## src/rtl/cflog_writer.sv

```systemverilog
// CF-Log appender: buffers (src,dst) branch pairs in a small FIFO and streams them
// as two 16-bit words into the log region, requesting a flush when the log fills.
module cflog_writer #(
    parameter logic [15:0] LOG_min    = 16'h01B0,
    parameter logic [15:0] LOG_SIZE   = 16'h0080,
    parameter int          FIFO_DEPTH = 4
) (
    input  logic        clk,
    input  logic        reset_n,
    input  logic        ev_valid,
    input  logic [15:0] ev_src,
    input  logic [15:0] ev_dst,
    output logic        log_wr_en,
    output logic [15:0] log_wr_addr,
    output logic [15:0] log_wr_data,
    input  logic        log_wr_ready,
    output logic [15:0] log_ptr,
    output logic        log_full,
    output logic        flush_req,
    input  logic        flush_ack,
    output logic        overflow
);
    localparam int AW = (FIFO_DEPTH > 1) ? $clog2(FIFO_DEPTH) : 1;
    localparam int CW = $clog2(FIFO_DEPTH + 1);

    typedef struct packed {
        logic [15:0] src;
        logic [15:0] dst;
    } pair_t;

    typedef enum logic [1:0] {IDLE, WR_SRC, WR_DST, FULL} state_t;

    pair_t            fifo_q [FIFO_DEPTH];
    logic [AW-1:0]    rd_q, rd_d, wr_q, wr_d;
    logic [CW-1:0]    cnt_q, cnt_d;
    state_t           state_q, state_d;
    logic [15:0]      ptr_q, ptr_d;
    logic             ovf_q, ovf_d;
    logic             fifo_full, push, pop;
    pair_t            head;

    assign head      = fifo_q[rd_q];
    assign fifo_full = (cnt_q == CW'(FIFO_DEPTH));
    assign pop       = (state_q == WR_DST) && log_wr_ready;
    // A pop in the same cycle frees the slot, so a full FIFO can still accept.
    assign push      = ev_valid && (!fifo_full || pop);
    assign log_ptr   = ptr_q;
    assign log_full  = (ptr_q == LOG_SIZE);
    assign overflow  = ovf_q;

    always_comb begin
        cnt_d = cnt_q + CW'(push) - CW'(pop);
        rd_d  = pop  ? rd_q + AW'(1) : rd_q;
        wr_d  = push ? wr_q + AW'(1) : wr_q;
        ovf_d = ovf_q | (ev_valid & !push);
    end

    always_comb begin
        state_d     = state_q;
        ptr_d       = ptr_q;
        log_wr_en   = 1'b0;
        log_wr_addr = LOG_min;
        log_wr_data = 16'h0000;
        flush_req   = 1'b0;
        case (state_q)
            IDLE: begin
                if (cnt_q != '0 && !log_full) state_d = WR_SRC;
            end
            WR_SRC: begin
                log_wr_en   = 1'b1;
                log_wr_addr = LOG_min + {ptr_q[14:0], 1'b0};
                log_wr_data = head.src;
                if (log_wr_ready) begin
                    ptr_d   = ptr_q + 16'd1;
                    state_d = WR_DST;
                end
            end
            WR_DST: begin
                log_wr_en   = 1'b1;
                log_wr_addr = LOG_min + {ptr_q[14:0], 1'b0};
                log_wr_data = head.dst;
                if (log_wr_ready) begin
                    ptr_d = ptr_q + 16'd1;
                    if (ptr_d == LOG_SIZE)  state_d = FULL;
                    else if (cnt_d != '0)   state_d = WR_SRC;
                    else                    state_d = IDLE;
                end
            end
            FULL: begin
                flush_req = 1'b1;
                if (flush_ack) begin
                    ptr_d   = 16'h0000;
                    state_d = IDLE;
                end
            end
            default: state_d = IDLE;
        endcase
    end

    always_ff @(posedge clk) begin
        if (!reset_n) begin
            state_q <= IDLE;
            ptr_q   <= 16'h0000;
            cnt_q   <= '0;
            rd_q    <= '0;
            wr_q    <= '0;
            ovf_q   <= 1'b0;
        end else begin
            state_q <= state_d;
            ptr_q   <= ptr_d;
            cnt_q   <= cnt_d;
            rd_q    <= rd_d;
            wr_q    <= wr_d;
            ovf_q   <= ovf_d;
        end
    end

    // Payload storage needs no reset; occupancy is tracked by cnt_q.
    always_ff @(posedge clk) begin
        if (push) fifo_q[wr_q] <= '{src: ev_src, dst: ev_dst};
    end
endmodule

```

## config.mk

```make
export PLATFORM = sky130hd
export DESIGN_NAME = cflog_writer
export DESIGN_NICKNAME = d
export VERILOG_FILES = /design/src/rtl/cflog_writer.sv
export SDC_FILE = /design/constraint.sdc
export NUM_CORES = 1
export LEC_CHECK = 0
export ABC_AREA = 1
export BUFFER_PORTS_ARGS = -buffer_cell sky130_fd_sc_hd__buf_4
export CAP_MARGIN = 20
export CORE_AREA = 3 3 130 132
export CTS_CLUSTER_SIZE = 25
export DETAILED_ROUTE_END_ITERATION = 10
export DIE_AREA = 0 0 133 135
export GPL_ROUTABILITY_DRIVEN = 0
export GPL_TIMING_DRIVEN = 1
export PLACE_DENSITY = 0.7
export SYNTH_ARGS = -nofsm -noshare
export SYNTH_HDL_FRONTEND = slang
export SYNTH_SLANG_ARGS = --single-unit
```

## constraint.sdc

```tcl
create_clock -name clk -period 5.8 [get_ports clk]
set_input_delay 1.16 -clock clk [delete_from_list [all_inputs] [get_ports clk]]
set_output_delay 1.16 -clock clk [all_outputs]
set_load 0.02 [all_outputs]
```

==> out/results.md, run 1 <==
• **violation count after the first detailed-routing iteration** 450
• **Fin Hold WS** 0.462 ns
• **antenna violations before repair** 0
• **final net count** 828
• **cell depth of the worst flop-to-flop path** 17
• **WL per Instance** 15.6 µm
• **class of the tightest hold or removal check** flip-flop to flip-flop
• **arrival time at the worst endpoint** 2.74 ns
• **fraction of power consumed by combinational cells** 25.7%
• **Synth top area share** 54.3%
• **buffer type at the clock tree root** sky130_fd_sc_hd__clkbuf_16
• **total of cells resized after clock tree synthesis** 0
• **maximum number of pins on one net before global-route repair** 66
• **detailed-placement wirelength estimate** 9.76 mm
• **ratio of routed vias to standard cells** 5.15
• **number of buffers inserted by hold repair at cts** 0
• **library cell occupying the most area in the post-synthesis netlist** sky130_fd_sc_hd__edfxtp_1
• **clock transition time at the flip-flop clock pins of the worst setup and hold paths** 0.06 ns
• **core area** 0.0158 mm²
• **post-route setup TNS** 0 ns
• **launching element type of the critical path** flip-flop
• **number of fill cells** 1359
• **Worst Path Buf+Inv** 3
• **Synth Cell Area** 0.00707 mm²
• **total I/O pin count** 89
• **worst setup path startpoint** state_q[0]
• **width of the chip** 133 µm
• **# rows** 46
• **number of nets with antenna violations after detailed routing** 0
• **Crit Reg-Reg Startpoint** state_q[0]
• **fraction of layout cells with a size suffix above 1** 17.2%
• **share of flip-flops with an asynchronous set or reset after synthesis** 0%
• **synth unique cells** 34
• **Die Footprint** 0.0180 mm²
• **proportion of total power due to net switching** 32.6%
• **number of logic stages on the critical path including buffering** 5
• **top cells by area in the synthesized netlist** sky130_fd_sc_hd__edfxtp_1 (54%), sky130_fd_sc_hd__dfxtp_1 (7.9%), sky130_fd_sc_hd__nand2_1 (6.9%), sky130_fd_sc_hd__nor2_1 (6.8%), sky130_fd_sc_hd__o32ai_1 (4.0%)
• **endpoint of the lowest-slack register-to-register path** state_q[0]
• **cell area power density** 374 mW/mm²
• **number of sinks driven by the clock tree** 156
• **post-synth net total** 756
• **area overhead of the layout relative to synthesis** 19.0%
• **DRC Markers** 0
• **top achievable clock speed** 256 MHz
• **fin util** 53.2%
• **total net switching power** 1.03 mW
• **Leakage Power** 3.09 nW
• **first-pass iteration count of the detailed router** 5
• **number of flops mapped to enable cells by yosys** 128
• **slowest stage delay, CP** 0.67 ns
• **crit-path most repeated cell** sky130_fd_sc_hd__inv_1
• **number of hold violations in the final report** 0
• **family with the most delay on the worst path** buffers and inverters
• **overall track demand over capacity in global routing** 17.8%
• **setup repair after global routing missed its margin** no
• **critical path capture point type** output port
• **Crit Path Max Fanout** 20
• **number of buffers inserted to repair setup after CTS** 0
• **number of max-cap violations** 0
• **number of antenna cells inserted** 0
• **Via Count** 5170
• **end point of the critical path** log_wr_data[4]
• **global route overflow** 0
• **Internal** 2.12 mW
• **Die Y-Extent** 135 µm
• **starting density of the core** 44.7%
• **Synth Flop Type** sky130_fd_sc_hd__edfxtp_1
• **share of the clock period used by the worst path after layout** 67.3%
• **list of cells traversed by the critical path** inv_1 > ha_1 > inv_1 > a21oi_1 > buf_4
• **number of buffers created by CTS** 17
• **outcome** completed
• **Seq. cell area** 0.00441 mm²
• **largest buffer count on any clock path** 2
• **Skew-Pair Late Insertion Delay** 0.42 ns
• **slew at the pin closest to its max-slew limit** 1.08 ns
• **final critical delay including setup and external delays** 3.90 ns
• **wire length of the first global-routing pass** 25.0 mm
• **part of the Yosys area used for sequential elements** 62.3%
• **R2R setup slack** 2.68 ns
• **maximum ir drop on the vdd rail** 0.245 mV
• **#FFs+latches synth** 156
• **number of global-route vias before repair** 4795
• **worst slew slack as a fraction of its limit** 27.7%
• **number of warning messages in the yosys log** 0
• **share of power burned in the clock network** 30.6%
• **average cell area after synthesis** 10.1 µm²
• **part of the power in registers** 43.7%
• **aggregate routed wire length** 15.7 mm
• **cell with the largest stage delay on the worst path** sky130_fd_sc_hd__ha_1
• **type of the worst setup path** flip-flop to output port
• **max-slew violation total from the final report** 0
• **required time worst endpoint** 4.64 ns
• **TritonCTS clock tree** yes
• **number of I/O port buffers** 87
• **CTS H-tree lvls** 4
• **multi-input gate area in the final layout** 0.00231 mm²
• **cell count after synthesis** 702
• **# setup viols final** 0
• **clock tree skew after final layout** 0.0108 ns
## cell families (layout without fill, tap and decap cells)
family / Yosys count / count (layout) / synth area share [%]
compound gates: 126 / 126 / 10.7
flops: 156 / 156 / 62.3
simple gates: 302 / 302 / 17.8
xor+xnor: 5 / 5 / 0.619
fa+ha+maj: 17 / 17 / 3.11
buf+inv: 95 / 180 / 5.54
other cells: 1 / 1 / 0.0530
## metrics by stage
stage	power [mW]	setup WS (ns)	instances	instance area (µm²)
3_5_place_dp	2.20	2.23	969	7870
2_1_floorplan	1.93	2.48	702	7070
5_1_grt	3.31	1.70	1003	8420
4_1_cts	3.16	1.76	1001	8380
6_report	3.15	1.90	1003	8420
3_3_place_gp	2.19	2.26	969	7870
## sequential cells by signal, indices dropped and copies added, names as in the netlist, named ones only
| name | flops |
|---|---|
| cnt_q | 3 |
| fifo_q | 128 |
| log_ptr | 16 |
| overflow | 1 |
| rd_q | 2 |
| state_q | 2 |
| wr_q | 2 |
## worst reg2reg max path, stage by stage, from the launching register on
cell and delay, ns:
sky130_fd_sc_hd__dfxtp_1 0.38, sky130_fd_sc_hd__inv_1 0.12, sky130_fd_sc_hd__ha_1 0.21, sky130_fd_sc_hd__buf_4 0.22, sky130_fd_sc_hd__nand2_1 0.15, sky130_fd_sc_hd__nand3_1 0.08, sky130_fd_sc_hd__and2_1 0.17, sky130_fd_sc_hd__inv_1 0.34
sky130_fd_sc_hd__ha_1 0.31, sky130_fd_sc_hd__inv_1 0.06, sky130_fd_sc_hd__ha_1 0.15, sky130_fd_sc_hd__fa_1 0.42, sky130_fd_sc_hd__nor2_1 0.11, sky130_fd_sc_hd__nand2_1 0.06, sky130_fd_sc_hd__nand2_1 0.05, sky130_fd_sc_hd__nand2_1 0.05
sky130_fd_sc_hd__nor2_1 0.08, sky130_fd_sc_hd__a21oi_1 0.07
## layer usage
layer	routed length (µm)	track usage (%)
met1	7190	25.5
met5	0	0
met4	312	7.10
met2	7400	26.4
met3	779	4.21
## how the worst min path moves through the flow
stage | startpoint | end | slack [ns] | cells after the start
after floorplan | rd_q[0] | flip-flop | 0.44 | 1
after global placement | overflow | overflow | 0.45 | 2
after detailed placement | overflow | overflow | 0.45 | 2
after CTS | overflow | overflow | 0.47 | 2
after global routing | overflow | overflow | 0.49 | 2
final | overflow | overflow | 0.46 | 2
## area by class of cell
| type | count | area share [%] |
|---|---|---|
| clock buffer | 22 | 5.28 |
| timing repair buffer | 91 | 8.41 |
| tap | 216 | 3.21 |
| clock inverter | 10 | 0.788 |
| inverter | 57 | 2.54 |
| multi-input combinational | 451 | 27.4 |
| sequential | 156 | 52.3 |
## synth_stat cells, types with 2 or more instances
library cell               number
sky130_fd_sc_hd__nor2_2         3
sky130_fd_sc_hd__buf_4          4
sky130_fd_sc_hd__clkbuf_1      15
sky130_fd_sc_hd__inv_1         55
sky130_fd_sc_hd__nand3_2        2
sky130_fd_sc_hd__nor3_1         4
sky130_fd_sc_hd__buf_1          3
sky130_fd_sc_hd__o21ai_0       44
sky130_fd_sc_hd__nor2_4         3
sky130_fd_sc_hd__ha_1          16
sky130_fd_sc_hd__o32ai_1       32
sky130_fd_sc_hd__nand2_1      130
sky130_fd_sc_hd__dfxtp_1       28
sky130_fd_sc_hd__nor2_1       128
sky130_fd_sc_hd__buf_2         15
sky130_fd_sc_hd__xor2_1         4
sky130_fd_sc_hd__edfxtp_1     128
sky130_fd_sc_hd__nand4_1        8
sky130_fd_sc_hd__a21oi_1       48
sky130_fd_sc_hd__nand3_1       18
## power by group through the flow
| stage | Combinational (mW) | Sequential (mW) | Clock [mW] |
|---|---|---|---|
| after floorplan | 0.535 | 1.39 | 0 |
| after global placement | 0.789 | 1.40 | 0 |
| after detailed placement | 0.797 | 1.40 | 0 |
| after CTS | 0.800 | 1.38 | 0.982 |
| after global routing | 0.889 | 1.39 | 1.04 |
| final | 0.809 | 1.38 | 0.963 |
## cells in the final DEF, fill, tap and decap left out, types with 2 or more instances in the layout
cell                           n
sky130_fd_sc_hd__dfxtp_1      26
sky130_fd_sc_hd__nand2_1     130
sky130_fd_sc_hd__inv_1        55
sky130_fd_sc_hd__a21oi_1      48
sky130_fd_sc_hd__clkinv_1      3
sky130_fd_sc_hd__buf_4        89
sky130_fd_sc_hd__clkbuf_16    17
sky130_fd_sc_hd__nor2_2        3
sky130_fd_sc_hd__o32ai_1      32
sky130_fd_sc_hd__clkinv_2      2
sky130_fd_sc_hd__clkinvlp_4    3
sky130_fd_sc_hd__nor2_1      124
sky130_fd_sc_hd__ha_1         16
sky130_fd_sc_hd__nand3_2       2
sky130_fd_sc_hd__edfxtp_1    128
sky130_fd_sc_hd__dfxtp_2       2
sky130_fd_sc_hd__nor3_1        4
sky130_fd_sc_hd__inv_6         2
sky130_fd_sc_hd__nand3_1      18
sky130_fd_sc_hd__clkbuf_1      5
sky130_fd_sc_hd__nand4_1       8
sky130_fd_sc_hd__o21ai_0      44
sky130_fd_sc_hd__xor2_1        4
sky130_fd_sc_hd__buf_12        2
sky130_fd_sc_hd__nor2_4        7
Power figures use the tool's default switching activity.
==> inputs of run 2 (changes only) <==
Settings changed: ABC_AREA 1 to 0, CORE_AREA 3 3 130 132 to 3 3 129 131, DIE_AREA 0 0 133 135 to 0 0 132 134.
Clock period 5.8 ns to 3.6 ns, I/O delays scaled along.
==> out/results.md, run 2 <==
• **Synth top area share** 55.2%
• **share of power burned in the clock network** 35.4%
• **Finished Layout Cells** 800
• **ratio of routed vias to standard cells** 5.44
• **DRC Markers** 0
• **number of sinks driven by the clock tree** 156
• **part of the Yosys area used for sequential elements** 63.2%
• **number of global-route vias before repair** 4340
• **library cell occupying the most area in the post-synthesis netlist** sky130_fd_sc_hd__edfxtp_1
• **fraction of layout cells with a size suffix above 1** 28.9%
• **average cell area after synthesis** 14.3 µm²
• **starting density of the core** 44.3%
• **final critical delay including setup and external delays** 3.12 ns
• **number of hold violations in the final report** 0
• **width of the chip** 132 µm
• **number of max-cap violations** 0
• **max-slew violation total from the final report** 0
• **maximum ir drop on the vdd rail** 0.395 mV
• **endpoint of the lowest-slack register-to-register path** state_q[0]
• **launching element type of the critical path** flip-flop
• **Internal** 3.92 mW
• **arrival time at the worst endpoint** 2.40 ns
• **Area after DPL** 0.00780 mm²
• **cell area power density** 640 mW/mm²
• **overall power consumption** 5.42 mW
• **proportion of total power due to net switching** 27.7%
• **setup ws final** 0.481 ns
• **CTS H-tree lvls** 4
• **violation count after the first detailed-routing iteration** 425
• **top cells by area in the synthesized netlist** sky130_fd_sc_hd__edfxtp_1 (55%), sky130_fd_sc_hd__mux4_2 (10%), sky130_fd_sc_hd__dfxtp_1 (8.0%), sky130_fd_sc_hd__ha_1 (2.9%), sky130_fd_sc_hd__nor2_1 (1.9%)
• **synth unique cells** 52
• **end point of the critical path** log_wr_data[15]
• **slew at the pin closest to its max-slew limit** 0.882 ns
• **top library cells by usage in the layout, fill and taps aside** sky130_fd_sc_hd__edfxtp_1 (128), sky130_fd_sc_hd__buf_4 (97), sky130_fd_sc_hd__nor2_1 (36)
• **Largest register FFs** 128
• **Crit Path Max Fanout** 14
• **Die Y-Extent** 134 µm
• **global route overflow** 0
• **Synth Cell Area** 0.00696 mm²
• **clock tree skew after final layout** 0.00644 ns
• **number of nets with antenna violations after detailed routing** 0
• **most common cell in the netlist** sky130_fd_sc_hd__edfxtp_1
• **Die Footprint** 0.0177 mm²
• **class of the tightest hold or removal check** primary input to flip-flop
• **type of the worst setup path** flip-flop to output port
• **maximum number of pins on one net before global-route repair** 35
• **register containing the most flip-flops in the final layout** fifo_q
• **number of buffers inserted to repair setup after CTS** 0
• **clock transition time at the flip-flop clock pins of the worst setup and hold paths** 0.06 ns
• **#FFs+latches synth** 156
• **required time worst endpoint** 2.88 ns
• **number of buffers inserted by hold repair at cts** 0
• **share of flip-flops with an asynchronous set or reset after synthesis** 0%
• **Crit Reg-Reg Startpoint** state_q[0]
• **core area** 0.0157 mm²
• **fraction of power consumed by combinational cells** 23.2%
• **final net count** 625
• **outcome** completed
• **# setup viols final** 0
• **cell count after synthesis** 488
• **Placed Instances** 767
• **part of the power in registers** 41.5%
• **Skew-Pair Late Insertion Delay** 0.41 ns
• **worst slack at placement** 0.477 ns
• **detailed-placement wirelength estimate** 8.85 mm
• **multi-input gate area in the final layout** 0.00234 mm²
• **Synth Flop Type** sky130_fd_sc_hd__edfxtp_1
• **cell depth of the worst flop-to-flop path** 13
• **post-synth net total** 542
• **first-pass iteration count of the detailed router** 5
• **number of flops mapped to enable cells by yosys** 128
• **Seq. cell area** 0.00441 mm²
• **total net switching power** 1.50 mW
• **number of I/O port buffers** 87
• **setup repair after global routing missed its margin** no
• **antenna violations before repair** 0
• **buffer type at the clock tree root** sky130_fd_sc_hd__clkbuf_16
• **share of the clock period used by the worst path after layout** 86.6%
• **wire length of the first global-routing pass** 22.7 mm
• **synth cell count leaders** sky130_fd_sc_hd__edfxtp_1 (128), sky130_fd_sc_hd__nor2_1 (36), sky130_fd_sc_hd__mux4_2 (32)
• **WL per Instance** 17.8 µm
• **area overhead of the layout relative to synthesis** 21.5%
• **largest buffer count on any clock path** 2
• **# rows** 46
• **Leakage Power** 2.96 nW
• **leading cell type in the layout, fill and taps excluded** sky130_fd_sc_hd__edfxtp_1
• **post-route cell area** 0.00846 mm²
• **critical path capture point type** output port
• **aggregate routed wire length** 14.3 mm
• **overall track demand over capacity in global routing** 16.4%
• **total of cells resized after clock tree synthesis** 0
• **R2R setup slack** 0.60 ns
• **worst slew slack as a fraction of its limit** 41.2%
• **TritonCTS clock tree** yes
• **top achievable clock speed** 321 MHz
• **number of antenna cells inserted** 0
• **total I/O pin count** 89
• **Via Count** 4348
• **post-route setup TNS** 0 ns
• **number of buffers created by CTS** 17
• **number of warning messages in the yosys log** 0
• **number of fill cells** 1280
[run 2: cell count changes after synthesis, moves of 32 or more]
| cell | before | now |
|---|---|---|
| sky130_fd_sc_hd__nand2_1 | 130 | 21 |
| sky130_fd_sc_hd__nor2_1 | 128 | 36 |
| sky130_fd_sc_hd__inv_1 | 55 | 15 |
| sky130_fd_sc_hd__a21oi_1 | 48 | 16 |
| sky130_fd_sc_hd__mux4_2 | 0 | 32 |
| sky130_fd_sc_hd__o32ai_1 | 32 | 0 |
[run 2: cell type report]
class                      count  area share, %
clock buffer                  17           5.03
clock inverter                15           2.62
sequential                   156           52.1
timing repair buffer          98           8.79
inverter                      15          0.666
tap                          216           3.19
multi-input combinational    283           27.6
[run 2: stage by stage]
step	hold slack [ns]	util, %
floorplan	0.485	-
global placement	0.507	49.6
detailed placement	0.509	49.6
CTS	0.490	53.7
global route	0.490	53.8
finish	0.504	53.8
[run 2: worst min path at each step]
| stage | from | end | slack, ns | cells past startpoint |
|---|---|---|---|---|
| floorplan | rd_q[1] | flip-flop | 0.48 | 2 |
| global placement | rd_q[1] | rd_q[1] | 0.51 | 2 |
| detailed placement | overflow | overflow | 0.51 | 2 |
| CTS | ev_src[9] | fifo_q[0][25] | 0.49 | 1 |
| global route | ev_src[3] | fifo_q[1][19] | 0.49 | 1 |
| finish | ev_dst[15] | fifo_q[0][15] | 0.50 | 1 |
[run 2: cell families (layout without fill, tap and decap cells)]
kind of cell,after synthesis,in the layout,share of synthesized area (%)
multiplexers,34,34,10.7
XOR/XNOR,14,14,1.76
AO/OA/AOI/OAI,68,68,6.32
other,1,1,0.0538
buffers and inverters,49,145,3.20
AND/OR/NAND/NOR,149,149,11.6
adder cells (fa/ha/maj),17,17,3.16
flip-flops,156,156,63.2
[run 2: metal layers]
metal | vias up | routed length [µm] | GRT usage, %
li1 | 2015 | - | -
met1 | 2172 | 5860 | 20.3
met2 | 150 | 7330 | 28.2
met3 | 11 | 938 | 4.88
met4 | 0 | 119 | 4.73
met5 | - | 0 | 0
[run 2: power by group through the flow]
stage / Clock, mW / Sequential (mW) / Combinational, mW
after CTS: 1.94 / 2.25 / 1.24
after detailed placement: 0 / 2.29 / 1.23
after floorplan: 0 / 2.25 / 0.831
after global routing: 2.02 / 2.27 / 1.37
final: 1.91 / 2.25 / 1.25
after global placement: 0 / 2.27 / 1.21
[run 2: worst max-delay path, stage by stage (launching register included)]
cell and delay [ns]:
sky130_fd_sc_hd__dfxtp_2 0.63, sky130_fd_sc_hd__buf_4 0.34, sky130_fd_sc_hd__mux4_2 0.53, sky130_fd_sc_hd__a22oi_1 0.22, sky130_fd_sc_hd__nor2b_1 0.09, sky130_fd_sc_hd__buf_4 0.16
==> inputs of run 3 (changes only) <==
Settings changed: BUFFER_PORTS_ARGS -buffer_cell sky130_fd_sc_hd__buf_4 to -buffer_cell sky130_fd_sc_hd__buf_2.
==> out/results.md, run 3 (synthesis gave the netlist of run 2 again) <==
• **number of fill cells** 1315
• **Die Y-Extent** 134 µm
• **multi-input gate area in the final layout** 0.00234 mm²
• **starting density of the core** 44.3%
• **overall track demand over capacity in global routing** 17.0%
• **cell area power density** 650 mW/mm²
• **Area after DPL** 0.00759 mm²
• **Die Footprint** 0.0177 mm²
• **number of hold violations in the final report** 0
• **cell depth of the worst flop-to-flop path** 13
• **Finished Layout Cells** 799
• **max-slew violation total from the final report** 0
• **clock tree skew after final layout** 0.0173 ns
• **clock transition time at the flip-flop clock pins of the worst setup and hold paths** 0.06 ns
• **number of buffers inserted by hold repair at cts** 0
• **# setup viols final** 0
• **class of the tightest hold or removal check** primary input to flip-flop
• **fraction of power consumed by combinational cells** 22.3%
• **buffer type at the clock tree root** sky130_fd_sc_hd__clkbuf_16
• **detailed-placement wirelength estimate** 9.20 mm
• **leading cell type in the layout, fill and taps excluded** sky130_fd_sc_hd__edfxtp_1
• **number of buffers created by CTS** 17
• **top library cells by usage in the layout, fill and taps aside** sky130_fd_sc_hd__edfxtp_1 (128), sky130_fd_sc_hd__buf_2 (87), sky130_fd_sc_hd__nor2_1 (36)
• **largest buffer count on any clock path** 2
• **share of power burned in the clock network** 35.9%
• **aggregate routed wire length** 14.4 mm
• **ratio of routed vias to standard cells** 5.49
• **global route overflow** 0
• **top achievable clock speed** 327 MHz
• **critical path capture point type** output port
• **register containing the most flip-flops in the final layout** fifo_q
• **number of cells traversed by the worst hold path** 1
• **Via Count** 4387
• **proportion of total power due to net switching** 28.1%
• **maximum ir drop on the vdd rail** 0.382 mV
• **CTS H-tree lvls** 4
• **slew at the pin closest to its max-slew limit** 0.861 ns
• **list of cells traversed by the critical path** and4_1 > nand3_1 > or3_1 > a21boi_0 > buf_2
• **number of global-route vias before repair** 4554
• **required time worst endpoint** 2.88 ns
• **maximum number of pins on one net before global-route repair** 33
• **launching element type of the critical path** flip-flop
• **TritonCTS clock tree** yes
• **Seq. cell area** 0.00441 mm²
• **DRC Markers** 0
• **antenna violations before repair** 1
• **R2R setup slack** 0.65 ns
• **setup repair after global routing missed its margin** no
• **area overhead of the layout relative to synthesis** 18.3%
• **number of I/O port buffers** 87
• **fraction of layout cells with a size suffix above 1** 29.0%
• **# rows** 46
• **number of sinks driven by the clock tree** 156
• **cell with the largest stage delay on the worst path** sky130_fd_sc_hd__dfxtp_1
• **total of cells resized after clock tree synthesis** 0
• **total I/O pin count** 89
• **start point of the worst min-delay path** ev_src[9]
• **Leakage Power** 2.94 nW
• **number of buffers inserted to repair setup after CTS** 0
• **post-route setup TNS** 0 ns
• **worst slew slack as a fraction of its limit** 42.4%
• **post-route cell area** 0.00824 mm²
• **outcome** completed
• **Internal** 3.85 mW
• **share of the clock period used by the worst path after layout** 85.0%
• **wire length of the first global-routing pass** 23.5 mm
• **number of max-cap violations** 0
• **part of the power in registers** 41.8%
• **violation count after the first detailed-routing iteration** 415
• **core area** 0.0157 mm²
• **endpoint of the lowest-slack register-to-register path** state_q[0]
• **endpoint with the worst hold slack** fifo_q[2][25]
• **first-pass iteration count of the detailed router** 5
• **final net count** 624
• **width of the chip** 132 µm
• **number of antenna cells inserted** 0
• **Placed Instances** 767
• **final critical delay including setup and external delays** 3.06 ns
• **number of nets with antenna violations after detailed routing** 0
• **type of the worst setup path** flip-flop to output port
• **arrival time at the worst endpoint** 2.34 ns
• **Largest register FFs** 128
• **WL per Instance** 18.0 µm
• **Crit Reg-Reg Startpoint** state_q[0]
• **slowest stage delay, CP** 0.63 ns
• **total net switching power** 1.50 mW
• **Crit Path Max Fanout** 14
• **Skew-Pair Late Insertion Delay** 0.42 ns
-- run 3: cell count changes in the layout (fill, tap and decap cells not counted) --
cell	previous run	this run
sky130_fd_sc_hd__inv_8	0	1
sky130_fd_sc_hd__clkinv_1	1	0
sky130_fd_sc_hd__clkinv_4	1	2
sky130_fd_sc_hd__clkinvlp_4	6	1
sky130_fd_sc_hd__buf_4	97	9
sky130_fd_sc_hd__clkinv_2	1	5
sky130_fd_sc_hd__buf_2	0	87
sky130_fd_sc_hd__buf_8	1	0
sky130_fd_sc_hd__buf_12	0	1
-- run 3: cell type report --
type                            instances  area share (%)
Tap cell                              216            3.28
Sequential cell                       156            53.5
Clock buffer                           17            5.16
Clock inverter                         15            2.67
Multi-Input combinational cell        283            28.4
Timing Repair Buffer                   97            6.35
Inverter                               15           0.683
-- run 3: through the flow --
stage	setup slack, ns	utilization (%)	total power [mW]	hold WS (ns)
detailed placement	0.490	48.3	3.49	0.521
finish	0.542	52.4	5.36	0.510
floorplan	0.818	-	3.09	0.485
global placement	0.572	48.3	3.44	0.515
global route	0.327	52.4	5.61	0.507
CTS	0.494	52.4	5.42	0.498
-- run 3: critical path: cells and delay by family, from the launching register on --
kind	cells	cell delay [ns]
and+or+nand+nor	3	0.93
buffers and inverters	1	0.19
DFF	1	0.63
AOI/OAI and AO/OA	1	0.18
-- run 3: per-layer routing --
metal / global-route usage, % / up-vias / part of all wire [%]
li1: - / 2019 / -
met1: 20.2 / 2203 / 41
met2: 29.7 / 141 / 51
met3: 5.33 / 22 / 6.7
met4: 5.19 / 2 / 1.4
met5: 0 / - / 0.056
-- run 3: worst max-delay path by stage --
| stage | slack [ns] | endpoint | start |
|---|---|---|---|
| 2_1_floorplan | 0.82 | state_q[0] | log_wr_ready |
| 3_3_place_gp | 0.57 | state_q[0] | log_wr_ready |
| 3_5_place_dp | 0.49 | state_q[0] | log_wr_ready |
| 4_1_cts | 0.49 | log_wr_data[6] | state_q[1] |
| 5_1_grt | 0.33 | log_wr_data[15] | state_q[0] |
| 6_report | 0.54 | log_wr_addr[15] | log_ptr[8] |
-- run 3: power groups by stage --
| stage | Clock (mW) | Combinational, mW | Sequential, mW |
|---|---|---|---|
| final | 1.92 | 1.20 | 2.24 |
| after global routing | 2.03 | 1.32 | 2.26 |
| after CTS | 1.96 | 1.22 | 2.24 |
| after detailed placement | 0 | 1.22 | 2.28 |
| after global placement | 0 | 1.18 | 2.26 |
| after floorplan | 0 | 0.831 | 2.25 |
